--- src/rtl/event_counter_pkg.sv ---
// event_counter_pkg: shared state type and saturating/wrapping increment helper.
package event_counter_pkg;
  typedef enum logic {IDLE, RESP} evtcnt_state_t;
  // Returns {overflow, next_count}; overflow fires when value is already at 2^width-1.
  function automatic logic [32:0] incSat(input logic [31:0] value, input int unsigned width, input bit saturate);
    logic [32:0] mx;
    mx = (33'd1 << width) - 33'd1;
    return ({1'b0, value} >= mx) ? {1'b1, saturate ? mx[31:0] : 32'd0} : {1'b0, value + 32'd1};
  endfunction
endpackage

--- src/rtl/event_counter_chan.sv ---
// event_counter_chan: one event counter with sticky overflow flag and clear-to-INIT.
module event_counter_chan #(
  parameter int unsigned WIDTH = 16,
  parameter bit SATURATE = 1,
  parameter bit [31:0] INIT = 0
) (
  input  logic clk,
  input  logic rst,
  input  logic cg_i,
  input  logic event_i,
  input  logic clear_i,
  output logic [WIDTH-1:0] cnt_o,
  output logic ovf_o
);
  import event_counter_pkg::*;
  logic [WIDTH-1:0] cnt_q, cnt_d, base;
  logic ovf_q, ovf_d;
  logic [32:0] inc;
  // A clear rebases the counter to INIT and the same cycle's event still counts on top.
  always_comb begin
    base = clear_i ? INIT[WIDTH-1:0] : cnt_q;
    inc = incSat(32'(base), WIDTH, SATURATE);
    cnt_d = event_i ? WIDTH'(inc) : base;
    ovf_d = (ovf_q & ~clear_i) | (event_i & inc[32]);
  end
  always_ff @(posedge clk) begin
    if (rst) begin
      cnt_q <= INIT[WIDTH-1:0];
      ovf_q <= 1'b0;
    end else if (cg_i) begin
      cnt_q <= cnt_d;
      ovf_q <= ovf_d;
    end
  end
  assign cnt_o = cnt_q;
  assign ovf_o = ovf_q;
endmodule

--- src/rtl/event_counter_bank.sv ---
// event_counter_bank: N_CHAN event counters with a valid/ready snapshot-and-clear read port.
module event_counter_bank #(
  parameter int unsigned N_CHAN = 4,
  parameter int unsigned WIDTH = 16,
  parameter bit SATURATE = 1,
  parameter bit [31:0] INIT = 0,
  localparam int unsigned CHAN_W = (N_CHAN > 1) ? $clog2(N_CHAN) : 1
) (
  input  logic i_clk,
  input  logic i_rst,
  input  logic i_cg,
  input  logic [N_CHAN-1:0] i_event,
  input  logic i_rdReqValid,
  output logic o_rdReqReady,
  input  logic [CHAN_W-1:0] i_rdSel,
  input  logic i_rdClear,
  output logic o_rdRspValid,
  input  logic i_rdRspReady,
  output logic [WIDTH-1:0] o_rdData,
  output logic o_rdOvf,
  output logic o_rdErr
);
  import event_counter_pkg::*;
  if (N_CHAN == 0 || WIDTH == 0 || WIDTH > 32) begin : g_bad_params
    $fatal(1, "event_counter_bank: N_CHAN must be >=1 and WIDTH 1..32");
  end
  logic [WIDTH-1:0] cnt [N_CHAN];
  logic [N_CHAN-1:0] ovf, clr;
  logic [WIDTH-1:0] sel_data, data_q;
  logic sel_ovf, ovf_q, err_q, in_range, accept;
  evtcnt_state_t state_q;
  assign in_range = 32'(i_rdSel) < N_CHAN;
  assign accept = (state_q == IDLE) & i_rdReqValid & i_cg;
  // Out-of-range selects fall through to zero data and no ovf.
  always_comb begin
    sel_data = '0;
    sel_ovf = 1'b0;
    for (int k = 0; k < int'(N_CHAN); k++)
      if (32'(i_rdSel) == 32'(k)) begin
        sel_data = cnt[k];
        sel_ovf = ovf[k];
      end
  end
  for (genvar n = 0; n < N_CHAN; n++) begin : g_ch
    assign clr[n] = accept & i_rdClear & (32'(i_rdSel) == n);
    event_counter_chan #(.WIDTH(WIDTH), .SATURATE(SATURATE), .INIT(INIT)) u_chan (
      .clk(i_clk), .rst(i_rst), .cg_i(i_cg), .event_i(i_event[n]),
      .clear_i(clr[n]), .cnt_o(cnt[n]), .ovf_o(ovf[n])
    );
  end
  always_ff @(posedge i_clk) begin
    if (i_rst) begin
      state_q <= IDLE;
      data_q <= '0;
      ovf_q <= 1'b0;
      err_q <= 1'b0;
    end else if (i_cg) begin
      if (state_q == IDLE && i_rdReqValid) begin
        state_q <= RESP;
        data_q <= sel_data;
        ovf_q <= sel_ovf;
        err_q <= ~in_range;
      end else if (state_q == RESP && i_rdRspReady) begin
        state_q <= IDLE;
      end
    end
  end
  assign o_rdReqReady = state_q == IDLE;
  assign o_rdRspValid = state_q == RESP;
  assign o_rdData = data_q;
  assign o_rdOvf = ovf_q;
  assign o_rdErr = err_q;
endmodule
--- config.mk ---
export PLATFORM = sky130hd
export DESIGN_NAME = event_counter_bank
export DESIGN_NICKNAME = d
export VERILOG_FILES = /design/src/rtl/event_counter_pkg.sv /design/src/rtl/event_counter_chan.sv /design/src/rtl/event_counter_bank.sv
export SDC_FILE = /design/constraint.sdc
export NUM_CORES = 1
export LEC_CHECK = 0
export CORE_AREA = 2 2 116 118
export DETAILED_ROUTE_END_ITERATION = 10
export DIE_AREA = 0 0 118 120
export PLACE_DENSITY = 0.58
export SYNTH_ARGS = -nofsm -noshare
export SYNTH_HDL_FRONTEND = slang
export SYNTH_SLANG_ARGS = --single-unit
--- constraint.sdc ---
create_clock -name i_clk -period 3.75 [get_ports i_clk]
set_clock_uncertainty 0.05 [all_clocks]
set_input_delay 0.5625 -clock i_clk [delete_from_list [all_inputs] [get_ports i_clk]]
set_output_delay 0.5625 -clock i_clk [all_outputs]
set_load 0.1 [all_outputs]
==> metrics.cfg, run 1 <==
[yosys]
synthSimpleGateAreaFrac_pct = 27.4
syn-cell-area_um2 = 5050
yosysMostFrequentCell = dfxtp_1
yosysTopAreaCellShare_pct = 34.1
synth_common_cells = dfxtp_1 (86), nand2_1 (84), a21oi_1 (55)
yosysSeqAreaShare_pct = 34.1
synth_edf_count = 0
synthAdderAreaFrac_pct = 0.990
synth_compound_area_share_pct = 22.6
ys.flop_type = dfxtp_1
syn_area_per_cell_um2 = 8.11
syn_inst = 623
synthTopCellsByArea = dfxtp_1 (34%), mux4_2 (7.6%), nand2_1 (6.2%)
synth-xor-area-share_pct = 0.347
synth_seq_cells = 86
synthMuxAreaShare_pct = 9.23
synth_top_family_by_area = simple AND/OR/NAND/NOR gates
ys_warn_count = 0
async_flop_share_pct = 0
syn-num-nets = 639
synth_cell_types = 61
yosysTopAreaCell = dfxtp_1

[critical_path]
ff2ff_path_depth = 9
startpoint_type = primary input
cp-end-kind = flop
cp.arrival_ns = 3.42
path_max_fanout = 13
crit_type = primary input to flop
required_ns = 3.95

[cells_and_area]
diodes = 0
final_layout_size_suffix_gt1_share_pct = 10.8
final_net_count = 648
area_growth_pct = 13.6

[route]
drtIter0Drc = 667
wl_per_cell_um = 19.2
drc = 0
first_pass_iters = 5
wl_mm = 15.6
postRouteAntennaNets = 0
vias = 5016
post_drt_via_cell_ratio = 6.17

[clock_network]
clk_pin_slew_ns = 0.07
root_buffer = clkbuf_16
numCtsBuffers = 9
htreeDepth = 3
insertion_delay_ns = 0.35
cts-resized-gates = 0
cts_hold_buffers = 0
cts_buffer_depth = 2
post-cts-setup-buffers = 0
cts_sinks = 86
tritoncts = built

[timing]
max_freq_mhz = 310
period_needed_ns = 3.23
hold_violations = 0
fin_crit_sh_pct = 86.0
tns_ns = 0
finalSetupViolCount = 0
rsz0062_at_grt = no
slew_headroom_pct = 34.2
worst_pin_slew_ns = 0.984
slew_viol_final = 0

[grt]
grt.total_usage_pct = 22.2
grt_pass1_wl_mm = 24.8
grt.overflow.total = 0
grt_max_degree = 53
grt_pass1_vias = 4425
antenna_found_initial = 0

[pwr]
power.density_nw_per_um2 = 349
finalPower_mw = 2.00
irDropWorstVdd_uv = 217
power_leakage_nw = 1.83

[hold_path]
hp-class = flop to flop
min_path_cells = 2

[floorplan]
placementRows = 42
core_area_um2 = 13000
fp.dieW_um = 118
die_h_um = 120
die-area_um2 = 14200
io_pins = 32
start_util_pct = 38.9

[placement]
hpwlAfterDp_mm = 11.0
place.port_buffers = 30
place_congestion = 0.881

[job]
drv_cap = 0

[run_status]
outcome = finished clean

[cell type report]
class / instances / area (um2)
fillers: 1296 / 7240
clock inverters: 6 / 46.3
flip-flops and latches: 86 / 1720
multi-input cells: 475 / 3070
well taps: 176 / 220
clock buffers: 10 / 239
inverters: 18 / 67.6
repair buffers: 42 / 380
[state kept, by name (all words and copies together) (netlist names)]
| register | flops |
|---|---|
| g_ch.u_chan.cnt_o | 64 |
| o_rdData | 16 |
| g_ch.u_chan.ovf_o | 4 |
| o_rdOvf | 1 |
| o_rdRspValid | 1 |
[worst paths after layout]
check / startpoint / endpoint / slack, ns
worst min register to register: o_rdData[5] / o_rdData[5] / 0.41
worst max-delay path: i_rdSel[0] / g_ch[2].u_chan.cnt_o[4] / 0.52
worst max register to register: o_rdRspValid / g_ch[2].u_chan.cnt_o[4] / 0.90
worst min-delay path: o_rdData[5] / o_rdData[5] / 0.41
[critical path, cell delays in order]
cell	delay [ns]
clkdlybuf4s50_1	0.64
nand2b_1	0.23
or2_2	0.27
and2_1	0.18
ha_1	0.20
and3_1	0.20
nand2_1	0.18
nor4_4	0.48
nor2_2	0.16
a221oi_1	0.29
[cells in the final DEF, fill, tap and decap left out, types with 4 or more instances in the layout]
cell type | Yosys | layout
dfxtp_1 | 86 | 86
nand2_1 | 84 | 84
a21oi_1 | 55 | 55
o21ai_0 | 44 | 44
nor2_1 | 38 | 38
nor3_1 | 28 | 28
clkdlybuf4s50_1 | 0 | 28
nand3_1 | 23 | 23
a31oi_1 | 21 | 21
a211oi_1 | 18 | 18
inv_1 | 18 | 18
nand4_1 | 17 | 17
mux4_2 | 17 | 17
nor4_1 | 12 | 12
and4_1 | 12 | 12
buf_4 | 5 | 12
and3_1 | 11 | 11
and2_1 | 10 | 10
a221oi_1 | 9 | 9
clkbuf_16 | 0 | 9
mux2i_1 | 5 | 5
clkinvlp_4 | 0 | 5
o211ai_1 | 4 | 4
o31ai_1 | 4 | 4
nor3b_1 | 4 | 4
a21o_1 | 4 | 4
ha_1 | 4 | 4
[report_power, final]
part | internal [mW] | total, mW | switching, mW
combinational | 0.0629 | 0.186 | 0.123
sequential | 0.927 | 0.949 | 0.0221
clock | 0.469 | 0.868 | 0.398
[per-stage QoR]
stage | hold WS, ns | util (%) | cells | area, um2 | setup WS [ns]
after floorplan | 0.383 | - | 623 | 5050 | 0.477
after global placement | 0.393 | 42.0 | 797 | 5460 | 0.362
after detailed placement | 0.400 | 42.0 | 797 | 5460 | 0.195
after CTS | 0.409 | 44.2 | 813 | 5740 | 0.549
after global routing | 0.431 | 44.2 | 813 | 5740 | 0.328
final | 0.408 | 44.2 | 813 | 5740 | 0.524
[cell families (layout without fill, tap and decap cells)]
family,Yosys count,after routing
buffers and inverters,62,76
DFF,86,86
muxes,25,25
AOI/OAI and AO/OA,182,182
and+or+nand+nor,261,261
adders and majority gates,4,4
xor gates and xnor gates,2,2
other,1,1
[layer usage]
layer / vias to the layer above / wire length [um] / GRT usage [%]
met2: 231 / 7000 / 33.4
met5: - / 0 / 0
li1: 2373 / - / -
met4: 0 / 405 / 7.91
met3: 30 / 1170 / 4.66
met1: 2382 / 7000 / 31.3
Note: power is estimated with default switching activity, not from simulation.
==> inputs of run 2 (changes only) <==
--- a/config.mk
+++ b/config.mk
@@ -6,6 +6,7 @@
 export NUM_CORES = 1
 export LEC_CHECK = 0
 export CORE_AREA = 2 2 116 118
+export CTS_CLUSTER_SIZE = 40
 export DETAILED_ROUTE_END_ITERATION = 10
 export DIE_AREA = 0 0 118 120
 export PLACE_DENSITY = 0.58
==> constraint.sdc (replaced) <==
create_clock -name i_clk -period 3.75 [get_ports i_clk]
set_clock_uncertainty 0.05 [all_clocks]
set_input_delay 0.75 -clock i_clk [delete_from_list [all_inputs] [get_ports i_clk]]
set_output_delay 0.75 -clock i_clk [all_outputs]
set_load 0.1 [all_outputs]
==> metrics.cfg, run 2 (same netlist as run 1, synthesis figures left out) <==
[run_status]
outcome = finished clean

[clock_network]
cts-resized-gates = 0
tritoncts = built
htreeDepth = 3
numCtsBuffers = 9
cts_buffer_depth = 2
clk_pin_slew_ns = 0.06
cts_sinks = 86
cts_hold_buffers = 0
insertion_delay_ns = 0.35
root_buffer = clkbuf_16
post-cts-setup-buffers = 0

[timing]
slew_viol_final = 0
finalSetupViolCount = 0
fin_crit_sh_pct = 86.3
timing.final.ws_setup_ns = 0.514
period_needed_ns = 3.24
worst_pin_slew_ns = 0.981
hold_violations = 0
slew_headroom_pct = 34.4
tns_ns = 0
holdWs_ns = 0.403
max_freq_mhz = 309
rsz0062_at_grt = no

[grt]
grt.total_usage_pct = 22.3
antenna_found_initial = 0
grt_max_degree = 78
grt_pass1_vias = 4477
grt_pass1_wl_mm = 24.9
grt.overflow.total = 0

[cells_and_area]
fin_util_pct = 44.5
largest_register_ffs = 64
area_growth_pct = 14.3
final_common_cell = dfxtp_1
final_net_count = 655
most-common-layout-cells = dfxtp_1 (86), nand2_1 (84), a21oi_1 (55)
diodes = 0
final_layout_size_suffix_gt1_share_pct = 11.5

[floorplan]
die_h_um = 120
start_util_pct = 38.9
io_pins = 32
die-area_um2 = 14200
placementRows = 42
fp.dieW_um = 118
core_area_um2 = 13000

[route]
wl_per_cell_um = 19.0
drtIter0Drc = 565
wl_mm = 15.5
postRouteAntennaNets = 0
vias = 5024
drc = 0
first_pass_iters = 5
post_drt_via_cell_ratio = 6.13

[placement]
hpwlAfterDp_mm = 11.0
place.port_buffers = 30
place_congestion = 0.915
pre_cts_ws_ns = 0.214

[hold_path]
hp-class = flop to flop

[critical_path]
crit_path_top_delay_cell = clkdlybuf4s50_1
cp-end-kind = flop
cp.arrival_ns = 3.37
required_ns = 3.88
cp_cell_sequence = clkdlybuf4s50_1 -> nand4b_2 -> or2_2 -> and2_1 -> ha_1 -> and3_1 -> nand2_1 -> nor4_4 -> nor2_2 -> a221oi_1
startpoint_type = primary input
cpPeakStageDelay_ns = 0.53
crit_type = primary input to flop
path_max_fanout = 9

[pwr]
irDropWorstVdd_uv = 200
power.density_nw_per_um2 = 341
power_leakage_nw = 1.88

[job]
drv_cap = 0

## run 2: cell types whose count changed in the layout (fill, tap and decap cells not counted)
| cell | change |
|---|---|
| inv_6 | -1 |
| clkinvlp_4 | -4 |
| clkbuf_1 | +2 |
| clkinv_2 | +3 |
| buf_4 | +7 |
## run 2: layout make-up
| cell class | count | area (um2) |
|---|---|---|
| tap | 176 | 220 |
| timing repair buffer | 49 | 433 |
| multi-input combinational | 475 | 3070 |
| clock buffer | 12 | 246 |
| inverter | 18 | 67.6 |
| sequential | 86 | 1720 |
| fill | 1314 | 7200 |
| clock inverter | 4 | 22.5 |
## run 2: path summary, 6_finish.rpt
kind	start	end	slack, ns	cells past startpoint
worst max register to register	o_rdRspValid	g_ch[2].u_chan.cnt_o[4]	1.02	9
worst min-delay path	o_rdData[14]	o_rdData[14]	0.40	2
worst max-delay path	i_rdReqValid	g_ch[2].u_chan.cnt_o[4]	0.51	10
worst min register to register	o_rdData[14]	o_rdData[14]	0.40	2
## run 2: metrics by stage
step | instance area [um2] | cells | power (mW)
2_1_floorplan | 5050 | 623 | 1.10
3_3_place_gp | 5510 | 804 | 1.15
3_5_place_dp | 5510 | 804 | 1.16
4_1_cts | 5780 | 820 | 1.98
5_1_grt | 5780 | 820 | 2.04
6_report | 5780 | 820 | 1.97
## run 2: metal layers
metal | routed length [um] | GRT usage (%)
met1 | 7110 | 30.9
met2 | 7130 | 35.3
met3 | 1040 | 3.33
met4 | 260 | 8.36
met5 | 0 | 0
## run 2: worst max-delay path, delay by kind of cell
| kind | cells | cell delay [ns] |
|---|---|---|
| fa+ha+maj | 1 | 0.23 |
| simple gates | 7 | 1.73 |
| compound gates | 1 | 0.12 |
| buf+inv | 1 | 0.53 |
## run 2: power breakdown
| part | internal (mW) | switching, mW |
|---|---|---|
| clock | 0.464 | 0.368 |
| sequential | 0.927 | 0.0227 |
| combinational | 0.0657 | 0.123 |
